--- src/rtl/sd_resp_pkg.sv ---
// Shared definitions for the SD data-response token receiver.
package sd_resp_pkg;

    typedef enum logic [2:0] {
        IDLE,
        WAIT_START,
        STATUS,
        END_BIT,
        BUSY,
        DONE
    } state_t;

    localparam logic [2:0] RESP_ACCEPTED = 3'b010;
    localparam logic [2:0] RESP_CRC_ERR  = 3'b101;
    localparam logic [2:0] RESP_WR_ERR   = 3'b110;

    typedef struct packed {
        logic accepted;
        logic crc_err;
        logic write_err;
        logic frame_err;
    } resp_flags_t;

    // Map a captured token status onto exactly one decode flag.
    function automatic resp_flags_t decode_status(input logic [2:0] s);
        resp_flags_t f;
        f = '0;
        case (s)
            RESP_ACCEPTED: f.accepted  = 1'b1;
            RESP_CRC_ERR:  f.crc_err   = 1'b1;
            RESP_WR_ERR:   f.write_err = 1'b1;
            default:       f.frame_err = 1'b1;
        endcase
        return f;
    endfunction

endpackage

--- src/rtl/counter.sv ---
// Saturating up-counter used for the waiting-phase timeout.
module counter #(
    parameter int unsigned W = 16
) (
    input  logic         clock,
    input  logic         reset,
    input  logic         clear,
    input  logic         en,
    output logic [W-1:0] count
);

    // Clear has priority; counting stops at all ones instead of wrapping.
    always_ff @(posedge clock or negedge reset) begin
        if (!reset) begin
            count <= '0;
        end else if (clear) begin
            count <= '0;
        end else if (en && (count != '1)) begin
            count <= count + W'(1);
        end
    end

endmodule

--- src/rtl/sd_dat_resp_rx.sv ---
// SD DAT0 write-response token receiver: start bit, 3 status bits, end bit,
// optional busy phase, with per-phase timeout. All outputs are registered.
module sd_dat_resp_rx
    import sd_resp_pkg::*;
#(
    parameter int unsigned TMO_W   = 16,
    parameter int unsigned BUSY_EN = 1
) (
    input  logic             clock,
    input  logic             reset,
    input  logic             enable,
    input  logic             dat_in,
    input  logic [TMO_W-1:0] timeout_limit,
    output logic             done,
    output logic [2:0]       status,
    output logic             accepted,
    output logic             crc_err,
    output logic             write_err,
    output logic             frame_err,
    output logic             timeout_err,
    output logic             busy
);

    state_t           state_q, state_d;
    logic [2:0]       status_q, status_d;
    logic [1:0]       idx_q, idx_d;
    logic             en_q;
    logic             done_q, done_d;
    logic             busy_q, busy_d;
    logic             tmo_q, tmo_d;
    resp_flags_t      flags_q, flags_d;
    resp_flags_t      dec;
    logic             cnt_clr, cnt_en;
    logic [TMO_W-1:0] cnt;
    logic             tmo_hit;

    counter #(.W(TMO_W)) u_counter (
        .clock (clock),
        .reset (reset),
        .clear (cnt_clr),
        .en    (cnt_en),
        .count (cnt)
    );

    assign dec     = decode_status(status_q);
    assign tmo_hit = (timeout_limit != '0) && (cnt == timeout_limit);

    // State and registered outputs.
    always_ff @(posedge clock or negedge reset) begin
        if (!reset) begin
            state_q  <= IDLE;
            status_q <= '0;
            idx_q    <= '0;
            en_q     <= 1'b0;
            done_q   <= 1'b0;
            busy_q   <= 1'b0;
            tmo_q    <= 1'b0;
            flags_q  <= '0;
        end else begin
            state_q  <= state_d;
            status_q <= status_d;
            idx_q    <= idx_d;
            en_q     <= enable;
            done_q   <= done_d;
            busy_q   <= busy_d;
            tmo_q    <= tmo_d;
            flags_q  <= flags_d;
        end
    end

    // Next-state and next-output logic; enable low overrides everything.
    always_comb begin
        state_d  = state_q;
        status_d = status_q;
        idx_d    = idx_q;
        done_d   = done_q;
        busy_d   = 1'b0;
        tmo_d    = tmo_q;
        flags_d  = flags_q;
        cnt_clr  = 1'b0;
        cnt_en   = 1'b0;

        if ((state_q != IDLE) && !enable) begin
            state_d  = IDLE;
            status_d = '0;
            done_d   = 1'b0;
            tmo_d    = 1'b0;
            flags_d  = '0;
            cnt_clr  = 1'b1;
        end else begin
            case (state_q)
                IDLE: begin
                    cnt_clr = 1'b1;
                    if (enable && !en_q) begin
                        state_d  = WAIT_START;
                        status_d = '0;
                        done_d   = 1'b0;
                        tmo_d    = 1'b0;
                        flags_d  = '0;
                    end
                end
                WAIT_START: begin
                    if (!dat_in) begin
                        state_d = STATUS;
                        idx_d   = '0;
                    end else if (tmo_hit) begin
                        state_d = DONE;
                        tmo_d   = 1'b1;
                        done_d  = 1'b1;
                    end else begin
                        cnt_en = 1'b1;
                    end
                end
                STATUS: begin
                    status_d = {status_q[1:0], dat_in};
                    idx_d    = idx_q + 2'd1;
                    if (idx_q == 2'd2) begin
                        state_d = END_BIT;
                    end
                end
                END_BIT: begin
                    if (!dat_in) begin
                        state_d           = DONE;
                        flags_d           = '0;
                        flags_d.frame_err = 1'b1;
                        done_d            = 1'b1;
                    end else if (BUSY_EN != 0) begin
                        state_d = BUSY;
                        cnt_clr = 1'b1;
                    end else begin
                        state_d = DONE;
                        flags_d = dec;
                        done_d  = 1'b1;
                    end
                end
                BUSY: begin
                    if (dat_in) begin
                        state_d = DONE;
                        flags_d = dec;
                        done_d  = 1'b1;
                    end else if (tmo_hit) begin
                        state_d = DONE;
                        tmo_d   = 1'b1;
                        done_d  = 1'b1;
                    end else begin
                        busy_d = 1'b1;
                        cnt_en = 1'b1;
                    end
                end
                DONE: begin
                    // Results hold until enable drops (handled above).
                end
                default: state_d = IDLE;
            endcase
        end
    end

    assign done        = done_q;
    assign status      = status_q;
    assign accepted    = flags_q.accepted;
    assign crc_err     = flags_q.crc_err;
    assign write_err   = flags_q.write_err;
    assign frame_err   = flags_q.frame_err;
    assign timeout_err = tmo_q;
    assign busy        = busy_q;

endmodule

--- config.mk ---
export PLATFORM = sky130hd
export DESIGN_NAME = sd_dat_resp_rx
export DESIGN_NICKNAME = d
export VERILOG_FILES = /design/src/rtl/sd_resp_pkg.sv /design/src/rtl/counter.sv /design/src/rtl/sd_dat_resp_rx.sv
export SDC_FILE = /design/constraint.sdc
export NUM_CORES = 1
export LEC_CHECK = 0
export ABC_AREA = 1
export CAP_MARGIN = 40
export CORE_MARGIN = 2
export CORE_UTILIZATION = 40
export DETAILED_ROUTE_END_ITERATION = 16
export GPL_TIMING_DRIVEN = 1
export PLACE_DENSITY_LB_ADDON = 0.12
export SETUP_SLACK_MARGIN = 0.2
export SYNTH_ARGS = -nofsm -noshare
export SYNTH_HDL_FRONTEND = slang
export SYNTH_SLANG_ARGS = --single-unit
--- constraint.sdc ---
create_clock -name clock -period 2.1 [get_ports clock]
set_input_delay 0.42 -clock clock [delete_from_list [all_inputs] [get_ports clock]]
set_output_delay 0.42 -clock clock [all_outputs]
set_load 0.05 [all_outputs]
## Word level (Yosys, flattened, before mapping)

Index checks and enable logic that the tools add are counted.

- Memory bits (writable): 0
- ROM bits: 0
- Memories kept: 0
- Word-level logic and storage cells: 102
- Input port bits: 20
- Register bits: 32
- Latch bits: 0
- Output and inout port bits: 10

- Add/subtract/negate cells: 2
- Equal/unequal tests: 19
- Bitwise gates (word level): 1
- Reduce and logical (&&, ||, !) cells: 22
- Divide/modulo/power cells: 0
- Shift-type cells: 0
- Mux-type cells: 46
- $lt $le $gt $ge: 0
- $mul: 0

Operators with widths:

| kind | count |
|---|---|
| $mux 16 | 2 |
| $mux 3 | 8 |
| $mux 1 | 23 |
| $ne 3x3->1 const B | 6 |
| $pmux 3 s6 | 1 |
| $add 16x1->16 const B | 1 |
| $eq 16x16->1 | 1 |
| $mux 4 | 4 |
| $ne 16x16->1 const B | 1 |
| $reduce_bool 16->1 | 1 |
| $eq 3x3->1 const B | 4 |
| $pmux 4 s3 | 1 |
| $reduce_and 4->1 | 3 |
| $eq 3x2->1 const B | 3 |
| $reduce_bool 4->1 | 2 |
| $pmux 3 s2 | 1 |
| $reduce_and 3->1 | 2 |
| $reduce_bool 3->1 | 2 |
| $reduce_bool 5->1 | 1 |
| $logic_and 1x1->1 | 4 |
| $ne 2x2->1 const B | 2 |
| $pmux 1 s2 | 2 |
| $pmux 1 s4 | 1 |
| $pmux 2 s2 | 1 |
| 11 further kinds | 13 |

## Logic depth before layout (Yosys ltp)

- Word-level depth: 9
- Mapped depth: 12
- Depth with buffers taken out: 12

## By module

Synthesis repeated with hierarchy kept, for this count alone.

- Cells, all modules: 349
- Area total of the unflattened synthesis: 2373.5 µm²

Modules (own cells, without submodules):

| module | cells an instance | instances | sequential area each (µm²) | area each (µm²) |
|---|---|---|---|---|
| sd_dat_resp_rx | 205 | 1 | 400.4 | 1336.3 |
| counter | 144 | 1 | 400.4 | 1037.2 |

## Worst setup path after synthesis

No wires, ideal clock.

- Path kind: reg-to-reg
- From: reg u_counter.count[0]
- To: reg u_counter.count[7]
- Data required time: 2.034 ns
- Stages on the path, launching flop included: 13
- Library setup time: 0.066 ns
- Buffers on the path: 1
- Arrival: 1.529 ns
- Path slack: 0.505 ns
- Clock period less this slack: 1.595 ns
- Path through: dfrtp_1 > ha_1 > nand3_1 > nor2_2 > nand2_2 > nor2_2 > nand3_1 > nand2_1 > inv_2 > nand2_4 > buf_8 > nand3_1 > nand2_1

- Longest elaborated chain between the ends: 8
- Elaborated cells on any way between the ends: 13
- Those cells by class: 1 x add/sub; 2 x eq/ne; 7 x mux; 3 x reduce/logical

Ends and longest elaborated chain:

| element | line | RTL |
|---|---|---|
| start: declaration | counter.sv:9 | `output logic [W-1:0] count` |
| start signal: assignment | counter.sv:19 | `count <= count + W'(1);` |
| $eq 16x16->1 | sd_dat_resp_rx.sv:46 | `assign tmo_hit = (timeout_limit != '0) && (cnt == timeout_limit);` |
| $logic_and 1x1->1 | sd_dat_resp_rx.sv:46 |  |
| $mux 1 | sd_dat_resp_rx.sv:106, sd_dat_resp_rx.sv:141 |  |
| $mux 1, on equally long branches | sd_dat_resp_rx.sv:137, sd_dat_resp_rx.sv:103 |  |
| $pmux 1 s2 | sd_dat_resp_rx.sv:91 | `case (state_q)` |
| $mux 1 | sd_dat_resp_rx.sv:83 | `if ((state_q != IDLE) && !enable) begin` |
| $logic_and 1x1->1 | counter.sv:18 | `end else if (en && (count != '1)) begin` |
| $reduce_bool 2->1 (no source line) | -- |  |

Parallel ways exist; a longest one is shown, timed or not. The select of a mux whose other input is x is not followed.
A chain may end at the register's enable or synchronous reset.

## Worst setup path after layout

- From: reg flags_q, in the netlist crc_err
- To: out crc_err

RTL lines:

| element | line | RTL |
|---|---|---|
| start: declaration | sd_dat_resp_rx.sv:31 | `resp_flags_t flags_q, flags_d;` |
| start signal: assignment | sd_dat_resp_rx.sv:67 | `flags_q <= flags_d;` |
| end: declaration | sd_dat_resp_rx.sv:17 | `output logic crc_err,` |

No word-level cell between the ends.

==> results.yml <==
sta:
  worst_pin_slew_ps: 505
  slew_violations: 0
  setup_violations: 0
  rsz0062_at_grt: "false"
  relSlewSlack: 0.663
  setup_tns_ps: 0
  max_freq_mhz: 539
  fin_worst_skew_ps: 4.03
  min_period_ps: 1860
  post-route-period-util: 0.884
  finalHoldViolations: 0
  whs_ps: 483
logic_synthesis:
  synth_simple_gate_area_frac: 0.404
  post-synth-top-area-cell: "dfrtp_1"
  ys_types: 27
  synthAdderAreaFrac: 0.0107
  synth_area_per_cell_um2: 6.45
  synth_mux_area_frac: 0
  synth_compound_area_frac: 0.0677
  yosys_warnings: 0
  synth_area_um2: 2330
  syn_nets: 383
  synthXorXnorAreaFrac: 0.0564
  synth-seq-cells: 32
  seq_area_frac_synth: 0.344
  synth.area.top_cells: "dfrtp_1 (34%), nand2_1 (17%), inv_1 (9.5%), nand3_1 (7.1%), nor2_1 (6.6%)"
  syn_inst: 361
  synth_top_family_by_area: "simple AND/OR/NAND/NOR gates"
  synth_top_area_frac: 0.344
final_layout:
  fin_nets: 431
  fin_area_um2: 2990
  fillers: 582
  mostFrequentLayoutCells: "nand2_1 (106), inv_1 (59), nor2_1 (36), nand3_1 (32), dfrtp_1 (31)"
  diodes: 0
  synthToLayoutAreaGrowth_pct: 28.2
  layout_commonest_cell: "nand2_1"
  drive_above_1_share: 0.120
setup_path:
  crit_type: "reg2out"
  crit_path_end_kind: "primary output"
  ff2ff_path_depth: 12
  rr_startpoint: "u_counter.count[0]"
  crit_start: "crc_err"
  r2r-end: "u_counter.count[0]"
  r2r_slack_ps: 340
  crit_buf_inv: 1
  crit_path_cell_trace: "clkdlybuf4s50_1"
  crit_fanout: 2
  worst-path-stages: 1
  critPathSlowestCell: "clkdlybuf4s50_1"
  critical-path-top-delay-family: "buffers and inverters"
  cp.required_ps: 1680
  max_stage_delay_ps: 800
  arrival_ps: 1440
  startpoint_type: "flip-flop"
  crit_path_end: "crc_err"
hold_path:
  hp-start: "accepted"
  hp-class: "reg2reg"
  min_delay_path_depth: 2
global_route:
  grt_pass1_wl_um: 10300
  first_global_vias: 2175
  grt_antenna_before_repair: 0
  overflow: 0
  grt_usage: 0.204
  grt_max_degree: 33
floorplanning:
  rows: 27
  die_x_um: 80.3
  die_h_um: 80.3
  die_area_um2: 6450
  core_um2: 5570
  start_util: 0.418
  io_pins: 30
power_and_ir_drop:
  ir_drop_uv: 424
  cellLeakagePower_nw: 1.63
  p_per_area_nw_per_um2: 756
  finalPower_mw: 2.26
placed_design:
  hpwl_um: 4590
  gp_congestion: 0.872
  placed_area_um2: 2840
  io_buffers: 29
cts:
  htree_levels: 2
  cts_root_buf: "clkbuf_8"
  insertion_delay_ps: 280
  clkTransAtPathRegs_ps: 70
  numCtsBuffers: 5
  cts.sinks: 32
  clockBufferDepth: 2
  hold_buffers: 0
  tritoncts: "done"
route:
  vias: 2374
  dr.pass1.iters: 4
  vias_per_cell: 4.93
  drt-initial-drc-count: 173
  wl_per_cell_um: 12.4
  route.detailed.drc: 0
  wl_um: 5970
  ant_nets: 0
job:
  drv_cap: 0
outcome:
  status: "finished clean"
-- what timing repair did --
item,in CTS,in global routing
setup buffers,0,1
setup endpoints to repair,2,22
pin swaps,0,5
resized for setup,2,17
-- state kept, by name (all words and copies together), names as in the netlist, 2 cells and up --
| name | flops |
|---|---|
| u_counter.count | 16 |
| state_q | 3 |
| status | 3 |
| idx_q | 2 |
-- cells in the mapped netlist, drive strengths merged --
master	count
ha	2
nor3	9
nand4	15
xor2	15
nand3b	1
inv	63
dfrtp	32
a21oi	7
nor2	45
clkbuf	3
a31oi	2
nor4	1
nand3	34
o21ai	11
o22ai	4
nand2	110
buf	3
o31ai	2
o211ai	2
-- kinds of logic after synthesis --
family                   Yosys count
AND/OR/NAND/NOR                  215
buffers and inverters             69
flip-flops                        32
AO/OA/AOI/OAI                     28
XOR/XNOR                          15
adder cells (fa/ha/maj)            2
-- area by class of cell --
type,count,area (µm²),share of cell area
clock buffers,7,86.3,0.0289
clock inverters,1,7.51,0.00251
inverters,63,236,0.0791
multi-input cells,260,1290,0.431
flip-flops and latches,32,802,0.268
well taps,72,90.1,0.0302
repair buffers,47,478,0.160
-- where the power goes --
part           internal [mW]  switching (mW)
combinational          0.361           0.656
sequential             0.684          0.0585
clock                  0.266           0.233
total                   1.31           0.948
-- worst min path at each step --
stage	slack [ps]	endpoint
CTS	490	accepted
finish	480	accepted
detailed placement	480	accepted
global placement	470	accepted
global route	510	write_err
floorplan	120	accepted
-- through the flow --
stage | cells | setup WS (ps) | util
4_1_cts | 481 | 201 | 0.526
5_1_grt | 482 | 184 | 0.536
3_5_place_dp | 473 | -25.4 | 0.510
6_report | 482 | 243 | 0.536
3_3_place_gp | 473 | 15.1 | 0.510
2_1_floorplan | 361 | 505 | -
-- layer usage --
layer	GRT usage	up-vias	routed length (µm)	part of all wire
li1	-	1239	-	-
met1	0.304	1078	3090	0.52
met2	0.298	53	2540	0.43
met3	0.0427	4	308	0.052
met4	0.0492	0	35	0.0059
met5	0	-	0	0
No activity file was read; power rests on OpenSTA's default activity.
